$ cat src/rtl/gf180mcu_rst_seq_pkg.sv
// Shared types and parameter limits for the staged reset sequencer.
// Holds the FSM state encoding and the counter sizing helper.
package gf180mcu_rst_seq_pkg;

   typedef enum logic [1:0] {
      ST_IDLE    = 2'd0,
      ST_ASSERT  = 2'd1,
      ST_HOLD    = 2'd2,
      ST_RELEASE = 2'd3
   } state_t;

   localparam int MIN_DOMAINS = 1;
   localparam int MAX_DOMAINS = 16;
   localparam int MIN_HOLD    = 1;
   localparam int MIN_GAP     = 1;
   localparam int MIN_SYNC    = 2;

   // Wide enough to reach the larger of the two terminal counts without wrapping.
   function automatic int cnt_width(input int hold, input int gap);
      return $clog2((hold > gap) ? hold : gap) + 1;
   endfunction

endpackage

$ cat src/rtl/gf180mcu_rst_seq_sync.sv
// Multi-flop synchronizer for the asynchronous active-low reset request.
// A synchronous clear forces the output low, which reads as a pending request.
module gf180mcu_rst_seq_sync #(
   parameter int SYNC_STAGES = 2
) (
   input  logic clk,
   input  logic rn,
   input  logic req_n,
   output logic req_s
);

   logic [SYNC_STAGES-1:0] stages;

   always_ff @(posedge clk) begin
      if (!rn) begin
         stages <= '0;
      end else begin
         stages <= {stages[SYNC_STAGES-2:0], req_n};
      end
   end

   assign req_s = stages[SYNC_STAGES-1];

endmodule

$ cat src/rtl/gf180mcu_rst_seq.sv
// Staged reset sequencer: holds all downstream resets after a request clears,
// then releases them one domain at a time in ascending order.
module gf180mcu_rst_seq
   import gf180mcu_rst_seq_pkg::*;
#(
   parameter int NUM_DOMAINS = 4,
   parameter int HOLD_CYCLES = 16,
   parameter int RELEASE_GAP = 2,
   parameter int SYNC_STAGES = 2
) (
   input  logic                   CLK,
   input  logic                   RN,
   input  logic                   REQ_N,
   output logic [NUM_DOMAINS-1:0] RSTN_OUT,
   output logic                   BUSY,
   output logic                   DONE
);

   if (NUM_DOMAINS < MIN_DOMAINS || NUM_DOMAINS > MAX_DOMAINS) begin : g_bad_domains
      $error("gf180mcu_rst_seq: NUM_DOMAINS must be in 1..16");
   end
   if (HOLD_CYCLES < MIN_HOLD) begin : g_bad_hold
      $error("gf180mcu_rst_seq: HOLD_CYCLES must be >= 1");
   end
   if (RELEASE_GAP < MIN_GAP) begin : g_bad_gap
      $error("gf180mcu_rst_seq: RELEASE_GAP must be >= 1");
   end
   if (SYNC_STAGES < MIN_SYNC) begin : g_bad_sync
      $error("gf180mcu_rst_seq: SYNC_STAGES must be >= 2");
   end

   localparam int CNT_W = cnt_width(HOLD_CYCLES, RELEASE_GAP);
   localparam int IDX_W = (NUM_DOMAINS > 1) ? $clog2(NUM_DOMAINS) : 1;

   localparam logic [CNT_W-1:0]       HOLD_LAST = CNT_W'(HOLD_CYCLES - 1);
   localparam logic [CNT_W-1:0]       GAP_LAST  = CNT_W'(RELEASE_GAP - 1);
   localparam logic [IDX_W-1:0]       LAST_IDX  = IDX_W'(NUM_DOMAINS - 1);
   localparam logic [NUM_DOMAINS-1:0] DOM0      = NUM_DOMAINS'(1);

   state_t                 state;
   logic [CNT_W-1:0]       cnt;
   logic [IDX_W-1:0]       idx;
   logic [NUM_DOMAINS-1:0] rstn;
   logic                   busy;
   logic                   done;
   logic                   req_s;

   gf180mcu_rst_seq_sync #(
      .SYNC_STAGES (SYNC_STAGES)
   ) u_sync (
      .clk   (CLK),
      .rn    (RN),
      .req_n (REQ_N),
      .req_s (req_s)
   );

   always_ff @(posedge CLK) begin
      if (!RN) begin
         state <= ST_ASSERT;
         rstn  <= '0;
         busy  <= 1'b1;
         done  <= 1'b0;
         cnt   <= '0;
         idx   <= '0;
      end else begin
         done <= 1'b0;
         case (state)
            ST_IDLE: begin
               rstn <= '1;
               busy <= 1'b0;
               cnt  <= '0;
               idx  <= '0;
               if (!req_s) begin
                  state <= ST_ASSERT;
                  rstn  <= '0;
                  busy  <= 1'b1;
               end
            end
            ST_ASSERT: begin
               rstn <= '0;
               busy <= 1'b1;
               cnt  <= '0;
               idx  <= '0;
               if (req_s) begin
                  state <= ST_HOLD;
               end
            end
            ST_HOLD: begin
               if (!req_s) begin
                  state <= ST_ASSERT;
                  rstn  <= '0;
                  cnt   <= '0;
                  idx   <= '0;
               end else if (cnt == HOLD_LAST) begin
                  rstn <= rstn | DOM0;
                  cnt  <= '0;
                  if (NUM_DOMAINS == 1) begin
                     state <= ST_IDLE;
                     busy  <= 1'b0;
                     done  <= 1'b1;
                     idx   <= '0;
                  end else begin
                     state <= ST_RELEASE;
                     idx   <= IDX_W'(1);
                  end
               end else begin
                  cnt <= cnt + CNT_W'(1);
               end
            end
            ST_RELEASE: begin
               if (!req_s) begin
                  state <= ST_ASSERT;
                  rstn  <= '0;
                  cnt   <= '0;
                  idx   <= '0;
               end else if (cnt == GAP_LAST) begin
                  // idx names the next domain to release; the last one ends the sequence.
                  rstn <= rstn | (DOM0 << idx);
                  cnt  <= '0;
                  if (idx == LAST_IDX) begin
                     state <= ST_IDLE;
                     busy  <= 1'b0;
                     done  <= 1'b1;
                     idx   <= '0;
                  end else begin
                     idx <= idx + IDX_W'(1);
                  end
               end else begin
                  cnt <= cnt + CNT_W'(1);
               end
            end
            default: begin
               state <= ST_ASSERT;
               rstn  <= '0;
               busy  <= 1'b1;
               cnt   <= '0;
               idx   <= '0;
            end
         endcase
      end
   end

   assign RSTN_OUT = rstn;
   assign BUSY     = busy;
   assign DONE     = done;

endmodule

$ cat config.mk
export PLATFORM = sky130hd
export DESIGN_NAME = gf180mcu_rst_seq
export DESIGN_NICKNAME = d
export VERILOG_FILES = /design/src/rtl/gf180mcu_rst_seq_pkg.sv /design/src/rtl/gf180mcu_rst_seq_sync.sv /design/src/rtl/gf180mcu_rst_seq.sv
export SDC_FILE = /design/constraint.sdc
export NUM_CORES = 1
export LEC_CHECK = 0
export CAP_MARGIN = 25
export CORE_AREA = 4 4 49 68
export CTS_BUF_LIST = sky130_fd_sc_hd__clkbuf_16
export DETAILED_ROUTE_END_ITERATION = 7
export DIE_AREA = 0 0 53 72
export PLACE_DENSITY_LB_ADDON = 0.08
export SLEW_MARGIN = 20
export SYNTH_ARGS = -nofsm -noshare
export SYNTH_HDL_FRONTEND = slang
export SYNTH_SLANG_ARGS = --single-unit
$ cat constraint.sdc
create_clock -name CLK -period 2.98 [get_ports CLK]
set_input_delay 0.745 -clock CLK [delete_from_list [all_inputs] [get_ports CLK]]
set_output_delay 0.745 -clock CLK [all_outputs]
set_load 0.05 [all_outputs]
Word-level counts from Yosys, hierarchy flattened:

Index checks and enable logic that the tools add are counted.

* flip-flop bits (word level): 17
* input bits: 3
* logic and storage cells: 66

* $add $sub $neg: 2
* equal/unequal tests: 15
* shifts and indexed selects: 1
* mux-type cells: 31
* bitwise operators: 1
* reduce and logical (&&, ||, !) cells: 8

Operators by type and width (count)
* 2-to-1 mux 2 bit: 12
* 2-to-1 mux 5 bit: 4
* 2-to-1 mux 4 bit: 4
* case mux 4 bit (4 select lines): 1
* case mux 5 bit (3 select lines): 1
* inequality test 3 bit (second input constant): 3
* inequality test 2 bit (second input constant): 4
* case mux 2 bit (4 select lines): 1
* AND reduction 4 bit: 2
* equality test 2 bit (second input constant): 3
* 2-to-1 mux 1 bit: 6
* case mux 2 bit (3 select lines): 1
* adder 5 x 1 -> 5 bit (second input constant): 1
* equality test 5 x 1 -> 1 bit (second input constant): 1
* equality test 5 x 4 -> 1 bit (second input constant): 1
* AND reduction 5 bit: 1
* inequality test 2 x 1 -> 1 bit (second input constant): 2
* bitwise OR 4 bit: 1
* AND reduction 2 bit: 2
* << shifter 1 x 2 -> 4 bit (first input constant): 1
* case mux 1 bit (3 select lines): 1
* nonzero test 3 bit: 1
* adder 2 x 1 -> 2 bit (second input constant): 1
* equality test 2 x 1 -> 1 bit (second input constant): 1
* 2 further kinds: 2

Longest topological paths before layout:

Gate-level depths: netlist of the first run.

* depth after elaboration: 5
* gate-level depth with buffers: 7

Hierarchy:

A second synthesis of the first run with hierarchy kept.

* cells, all modules: 80
* area total of the unflattened synthesis: 774.5 sq um

Modules (own cells, without submodules)
* gf180mcu_rst_seq: instances 1, cells each 76, area each 721.9 sq um, sequential area each 300.3 sq um
* gf180mcu_rst_seq_sync: instances 1, cells each 4, area each 52.6 sq um, sequential area each 40.0 sq um

Least setup slack after synthesis of the first run:

OpenSTA, ideal clock, no wires.

* kind: register to register
* start: register cnt[0]
* end: register busy, in the netlist BUSY
* library setup time: 0.122 ns
* arrival: 1.298 ns
* path slack: 1.560 ns
* cell stages (with the launch flop): 6
* buffers on the path: 1
* cell sequence: dfxtp_1 -> ha_1 -> nor4b_2 -> buf_4 -> nand4_1 -> a311o_1

* word-level cells in the longest chain between the ends: 3

RTL lines
* from (decl): line gf180mcu_rst_seq.sv:41 `logic [CNT_W-1:0] cnt;`
* from (signal assigned): line gf180mcu_rst_seq.sv:107 `cnt <= cnt + CNT_W'(1);`
* from (signal assigned): line gf180mcu_rst_seq.sv:129 `cnt <= cnt + CNT_W'(1);`
* equality test 5 x 1 -> 1 bit: line gf180mcu_rst_seq.sv:116 `end else if (cnt == GAP_LAST) begin`
* inequality test 2 bit (no source line)
* AND reduction 4 bit (no source line)
* to (signal assigned): line gf180mcu_rst_seq.sv:99 `busy <= 1'b0;`
* to (signal assigned): line gf180mcu_rst_seq.sv:122 `busy <= 1'b0;`
* to (signal assigned): line gf180mcu_rst_seq.sv:135 `busy <= 1'b1;`
* to (decl): line gf180mcu_rst_seq.sv:44 `logic busy;`

No other way between the ends.
A chain may end at the register's enable or synchronous reset.

Worst setup path after layout of the first run:

* start: register busy, in the netlist BUSY
* end: output port BUSY

RTL lines
* from (signal assigned): line gf180mcu_rst_seq.sv:61 `busy <= 1'b1;`
* from (signal assigned): line gf180mcu_rst_seq.sv:70 `busy <= 1'b0;`
* from (signal assigned): line gf180mcu_rst_seq.sv:76 `busy <= 1'b1;`
* to (decl): line gf180mcu_rst_seq.sv:15 `output logic BUSY,`

No word-level cell between the ends.

==> out/results.ini, run 1 <==
[power_and_ir_drop]
p_total_w = 0.000506
power.density_nw_per_um2 = 518
power_report.internal_total_w = 0.000414
power.switching_fraction = 0.182
clock_share_of_power = 0.514
power.net_switching_w = 0.0000919
seq_power_share = 0.464
static-leakage-power_nw = 0.360
combinational_share_of_power = 0.022
power.ir.vdd_worst_mv = 0.220

[clocking]
post-cts-setup-buffers = 0
clock_path_buffers = 2
ctsRootBufferMaster = sky130_fd_sc_hd__clkbuf_16
cts.repair.resized = 0
cts-buffers-inserted = 3
clkLatencyLatePin_ns = 0.24
cts_hold_buf = 0
tritoncts = yes
cts.clk_slew.worst_paths_ns = 0.05
htree_num_levels = 1
clkSinkCount = 17

[route]
initialDrtViolationCount = 22
via_count = 583
drtAntennaViolNets = 0
detail_route.first_pass.iterations = 4
post-route-drc-count = 0
detail_routed_net_length_per_standard_cell_um = 11.7
route.final.wire_length_um = 1520
via_per_inst = 4.48

[setup_path]
family_with_the_most_delay_on_the_worst_path = buffers and inverters
critPathArrivalTime_ns = 1.37
timing.critical_path.buf_inv = 1
setup.worst_path.end_class = output port
path_cells = clkdlybuf4s50_1
critical_path_type = flop to output port
rr_worst_depth = 7
r2r-start = cnt[0]$_SDFF_PN0_
timing.critical_path.slowest_cell_delay_ns = 0.80
regToRegSetupSlack_ns = 1.42
timing.critical_path.slowest_stage_cell = sky130_fd_sc_hd__clkdlybuf4s50_1
crit_fanout = 2
critPathLaunchType = flop
crit-reg2reg-capture = cnt[3]$_SDFF_PN0_
timing.critical_path.required_ns = 2.24
critPathLaunch = BUSY$_SDFFE_PN1P_

[hold_path]
hold-path-endpoint = u_sync.stages[1]$_SDFF_PN0_
hold_start = u_sync.stages[0]$_SDFF_PN0_
hold_path_class = flop to flop
min_path_cells = 1

[synth]
post_synth_main_area_contributors = sky130_fd_sc_hd__dfxtp_1 43%, sky130_fd_sc_hd__ha_1 13%, sky130_fd_sc_hd__inv_1 5.3%
synth_top_family_by_area = simple AND/OR/NAND/NOR gates
synth_fa_ha_area_frac = 0.128
syn_avg_cell_area_um2 = 9.32
synth_fp_nets = 95
synth.mux.area_fraction = 0
synth-warning-count = 0
mappedNetlistArea_um2 = 783
synthSimpleGateAreaFrac = 0.187
synth_compound_area_frac = 0.141
synth_area_leader_cell = sky130_fd_sc_hd__dfxtp_1
synthDominantCellAreaShare = 0.435
synth-seq-cells = 17
netlist_instances = 84
synth.yosys.seq_area_share = 0.435
synth_cell_type_count = 27
synth_xor_xnor_area_share = 0.0335

[global_routing]
globalRouteOverflowTotal = 0
global_route_wire_length_before_repair_um = 2680
antenna_found_initial = 0
global_route.usage.total = 0.0982
grt_max_degree = 18
first_global_vias = 590

[cells_and_area]
finalCoreUtilization = 0.350
layout.nets = 105
drive_above_1_share = 0.0538
layout.cells.most_common = sky130_fd_sc_hd__dfxtp_1
antennaDiodeCount = 0
syn_to_final_growth_pct = 24.8
final_cell_mix = 17 x sky130_fd_sc_hd__dfxtp_1, 12 x sky130_fd_sc_hd__inv_1, 8 x sky130_fd_sc_hd__nand3_1, 8 x sky130_fd_sc_hd__ha_1, 8 x sky130_fd_sc_hd__clkdlybuf4s50_1
instances_no_fill = 130

[sta]
setup_viol = 0
timing.slew.headroom = 0.659
final.hold.worst_slack_ns = 0.430
worst_margin_slew_ns = 0.511
finalClockSkew_ns = 0.00164
max_freq_ghz = 0.472
final.min_clock_period_ns = 2.12
min_period_over_period = 0.710
slew_viol_final = 0
final-hold-violation-count = 0
totalNegativeSetupSlack_ns = 0
rsz_0062_raised_after_global_routing = false

[run]
max_cap_viol_count = 0

[floorplan]
design.portCount = 9
coreArea_um2 = 2790
die_x_extent_um = 53
die_area_um2 = 3820
row_count = 23
die_h_um = 72
effective_utilization_at_floorplan = 0.281

[placement]
placed_cells_incl_taps = 126
detailedPlacementHpwl_um = 1130
finalWeightedCongestion = 0.675
portBuffers = 8

[run_status]
outcome = completed

==> area by class of cell <==
type / instances / area [µm²]
fillers: 311 / 1810
multi-input cells: 52 / 383
flip-flops and latches: 17 / 340
repair buffers: 9 / 87.6
clock buffers: 3 / 75.1
well taps: 37 / 46.3
inverters: 11 / 41.3
clock inverters: 1 / 3.75
==> logic make-up after synthesis <==
logic type	Yosys count
flops	17
simple gates	25
fa+ha+maj	8
buf+inv	15
compound gates	16
xor+xnor	3
==> per-stage QoR <==
stage | area (µm²) | setup WS (ns)
after detailed placement | 898 | 0.868
after global routing | 977 | 0.818
after floorplan | 783 | 1.56
after global placement | 898 | 0.907
after CTS | 977 | 0.850
final | 977 | 0.863
==> power by group through the flow <==
stage               registers (W)  clock network (W)   logic (W)
CTS                      0.000235           0.000269   0.0000114
finish                   0.000235           0.000260   0.0000112
global route             0.000235           0.000281   0.0000123
global placement         0.000239                  0   0.0000113
floorplan                0.000238                  0  0.00000642
detailed placement       0.000239                  0   0.0000114
==> state kept, by name, indices dropped and copies added, names as in the netlist <==
signal         flops
BUSY               1
DONE               1
RSTN_OUT           4
cnt                5
idx                2
state              2
u_sync.stages      2
==> worst max path at each step <==
| stage | end | depth (start not counted) |
|---|---|---|
| CTS | BUSY | 1 |
| global route | BUSY | 1 |
| detailed placement | cnt[3]$_SDFF_PN0_ | 4 |
| floorplan | BUSY$_SDFFE_PN1P_ | 5 |
| global placement | cnt[3]$_SDFF_PN0_ | 4 |
| finish | BUSY | 1 |
==> per-layer routing <==
| layer | GRT usage | routed length, µm | vias up |
|---|---|---|---|
| met5 | 0 | 0 | - |
| li1 | - | - | 305 |
| met2 | 0.149 | 733 | 12 |
| met3 | 0.0308 | 68 | 4 |
| met1 | 0.115 | 674 | 262 |
| met4 | 0.0682 | 39 | 0 |
==> synth_stat cells <==
library cell / n
sky130_fd_sc_hd__a211o_1: 1
sky130_fd_sc_hd__a211oi_1: 1
sky130_fd_sc_hd__a21oi_1: 3
sky130_fd_sc_hd__a311o_1: 1
sky130_fd_sc_hd__a31oi_1: 4
sky130_fd_sc_hd__and2_1: 2
sky130_fd_sc_hd__and3_1: 1
sky130_fd_sc_hd__buf_4: 1
sky130_fd_sc_hd__clkbuf_1: 3
sky130_fd_sc_hd__dfxtp_1: 17
sky130_fd_sc_hd__ha_1: 8
sky130_fd_sc_hd__inv_1: 11
sky130_fd_sc_hd__nand2b_1: 1
sky130_fd_sc_hd__nand3_1: 8
sky130_fd_sc_hd__nand4_1: 1
sky130_fd_sc_hd__nand4bb_1: 1
sky130_fd_sc_hd__nor2_1: 5
sky130_fd_sc_hd__nor2b_1: 2
sky130_fd_sc_hd__nor3_1: 1
sky130_fd_sc_hd__nor4b_2: 1
sky130_fd_sc_hd__o211ai_1: 3
sky130_fd_sc_hd__o21ai_0: 1
sky130_fd_sc_hd__o221ai_1: 1
sky130_fd_sc_hd__o31ai_1: 1
sky130_fd_sc_hd__or3_1: 2
sky130_fd_sc_hd__xnor2_1: 2
sky130_fd_sc_hd__xor2_1: 1
Note: power is estimated with default switching activity, not from simulation.
==> run 2: changes to the inputs <==
==> constraint.sdc (replaced) <==
create_clock -name CLK -period 2.2 [get_ports CLK]
set_input_delay 0.55 -clock CLK [delete_from_list [all_inputs] [get_ports CLK]]
set_output_delay 0.55 -clock CLK [all_outputs]
set_load 0.05 [all_outputs]
==> out/results.ini, run 2 (synthesis gave the netlist of run 1 again) <==
[run_status]
outcome = completed

[sta]
final.min_clock_period_ns = 1.92
setup_viol = 0  ; unchanged
final-hold-violation-count = 0  ; unchanged
min_period_over_period = 0.874
timing.slew.headroom = 0.663  ; +0.00433
finalClockSkew_ns = 0.00177  ; +0.000127 ns
rsz_0062_raised_after_global_routing = false
final.hold.worst_slack_ns = 0.434  ; +0.00371 ns
totalNegativeSetupSlack_ns = 0  ; unchanged
max_freq_ghz = 0.520
worst_margin_slew_ns = 0.504  ; -0.00649 ns
slew_viol_final = 0  ; unchanged

[setup_path]
regToRegSetupSlack_ns = 0.65  ; -0.77 ns
timing.critical_path.slowest_cell_delay_ns = 0.80  ; about the same
critPathArrivalTime_ns = 1.37  ; about the same
timing.critical_path.required_ns = 1.65  ; -0.59 ns
setup.worst_path.end_class = output port
timing.critical_path.buf_inv = 1  ; unchanged
critPathLaunchType = flop
path_cells = clkdlybuf4s50_1
critical_path_type = flop to output port
crit_fanout = 2  ; unchanged
timing.critical_path.slowest_stage_cell = sky130_fd_sc_hd__clkdlybuf4s50_1
family_with_the_most_delay_on_the_worst_path = buffers and inverters

[clocking]
clkLatencyLatePin_ns = 0.25  ; about the same
clkSinkCount = 17  ; unchanged
cts.clk_slew.worst_paths_ns = 0.05  ; about the same
tritoncts = yes
post-cts-setup-buffers = 0  ; unchanged
cts_hold_buf = 0  ; unchanged
cts.repair.resized = 0  ; unchanged
htree_num_levels = 1  ; unchanged
cts-buffers-inserted = 3  ; unchanged
ctsRootBufferMaster = sky130_fd_sc_hd__clkbuf_16
clock_path_buffers = 2  ; unchanged

[route]
detail_route.first_pass.iterations = 4  ; unchanged
initialDrtViolationCount = 9  ; -59%
via_count = 612  ; +5.0%
detail_routed_net_length_per_standard_cell_um = 12.0  ; +3.0%
drtAntennaViolNets = 0  ; unchanged
post-route-drc-count = 0  ; unchanged
via_per_inst = 4.67  ; +4.2%
route.final.wire_length_um = 1570  ; +3.8%

[cells_and_area]
layout.cells.most_common = sky130_fd_sc_hd__dfxtp_1
antennaDiodeCount = 0  ; unchanged
final_cell_mix = 17 x sky130_fd_sc_hd__dfxtp_1, 12 x sky130_fd_sc_hd__inv_1, 8 x sky130_fd_sc_hd__nand3_1, 8 x sky130_fd_sc_hd__ha_1, 8 x sky130_fd_sc_hd__clkdlybuf4s50_1
largest_register_ffs = 5  ; unchanged
drive_above_1_share = 0.0638  ; +0.0101
seq_area_um2 = 340  ; unchanged
layout.nets = 106  ; +0.95%
multi_input_area_um2 = 383  ; unchanged
syn_to_final_growth_pct = 25.7
finalCoreUtilization = 0.353  ; +0.00269
fillCellCount = 318  ; +2.3%
largest_register = cnt

[global_routing]
antenna_found_initial = 0  ; unchanged
grt_max_degree = 18  ; unchanged
first_global_vias = 631  ; +6.9%
globalRouteOverflowTotal = 0  ; unchanged
global_route_wire_length_before_repair_um = 2740  ; +2.3%
global_route.usage.total = 0.100  ; +0.00195

[placement]
portBuffers = 8  ; unchanged
finalWeightedCongestion = 0.658  ; -2.5%
detailedPlacementHpwl_um = 1170  ; +3.2%

[floorplan]
design.portCount = 9  ; unchanged
die_x_extent_um = 53  ; unchanged
row_count = 23  ; unchanged
die_area_um2 = 3820  ; unchanged
coreArea_um2 = 2790  ; unchanged
effective_utilization_at_floorplan = 0.281  ; unchanged
die_h_um = 72  ; unchanged

[power_and_ir_drop]
static-leakage-power_nw = 0.364  ; +1.2%
power.density_nw_per_um2 = 710  ; +37%
p_total_w = 0.000699  ; +38%
power.ir.vdd_worst_mv = 0.336  ; +53%

[run]
max_cap_viol_count = 0  ; unchanged

[hold_path]
hold_path_class = flop to flop

[run 2: changes by cell type in the layout (fill, tap and decap cells not counted), sizes merged]
cell and change:
buf +1
[run 2: path summary, 6_finish.rpt]
path | start | endpoint | cells after the start
hold / removal | u_sync.stages[0]$_SDFF_PN0_ | u_sync.stages[1]$_SDFF_PN0_ | 1
setup reg to reg | cnt[0]$_SDFF_PN0_ | cnt[2]$_SDFF_PN0_ | 7
setup / recovery | BUSY$_SDFFE_PN1P_ | BUSY | 1
hold reg to reg | u_sync.stages[0]$_SDFF_PN0_ | u_sync.stages[1]$_SDFF_PN0_ | 1
[run 2: report_power, final]
part	total (W)	internal, W	leakage, nW	switching [W]
clock network	0.000366	0.000242	0.0423	0.000125
logic	0.0000154	0.00000771	0.184	0.00000772
registers	0.000318	0.000312	0.138	0.00000580
total	0.000699	0.000561	0.364	0.000138
[run 2: final cells by class]
class	count	share of cell area
Tap cell	37	0.0470
Multi-Input combinational cell	52	0.389
Clock buffer	3	0.0762
Inverter	11	0.0419
Sequential cell	17	0.346
Clock inverter	1	0.00381
Timing Repair Buffer	10	0.0966
[run 2: layer usage]
layer	up-vias	GRT usage	part of all wire
li1	312	-	-
met1	282	0.111	0.42
met2	13	0.157	0.50
met3	5	0.0246	0.043
met4	0	0.0824	0.036
met5	-	0	0
[run 2: stage by stage]
stage | worst slack (ns) | cells | instance area [µm²]
final | 0.277 | 131 | 985
after global routing | 0.232 | 131 | 985
after CTS | 0.262 | 131 | 985
after detailed placement | 0.401 | 127 | 906
after global placement | 0.421 | 127 | 906
after floorplan | 0.780 | 84 | 783
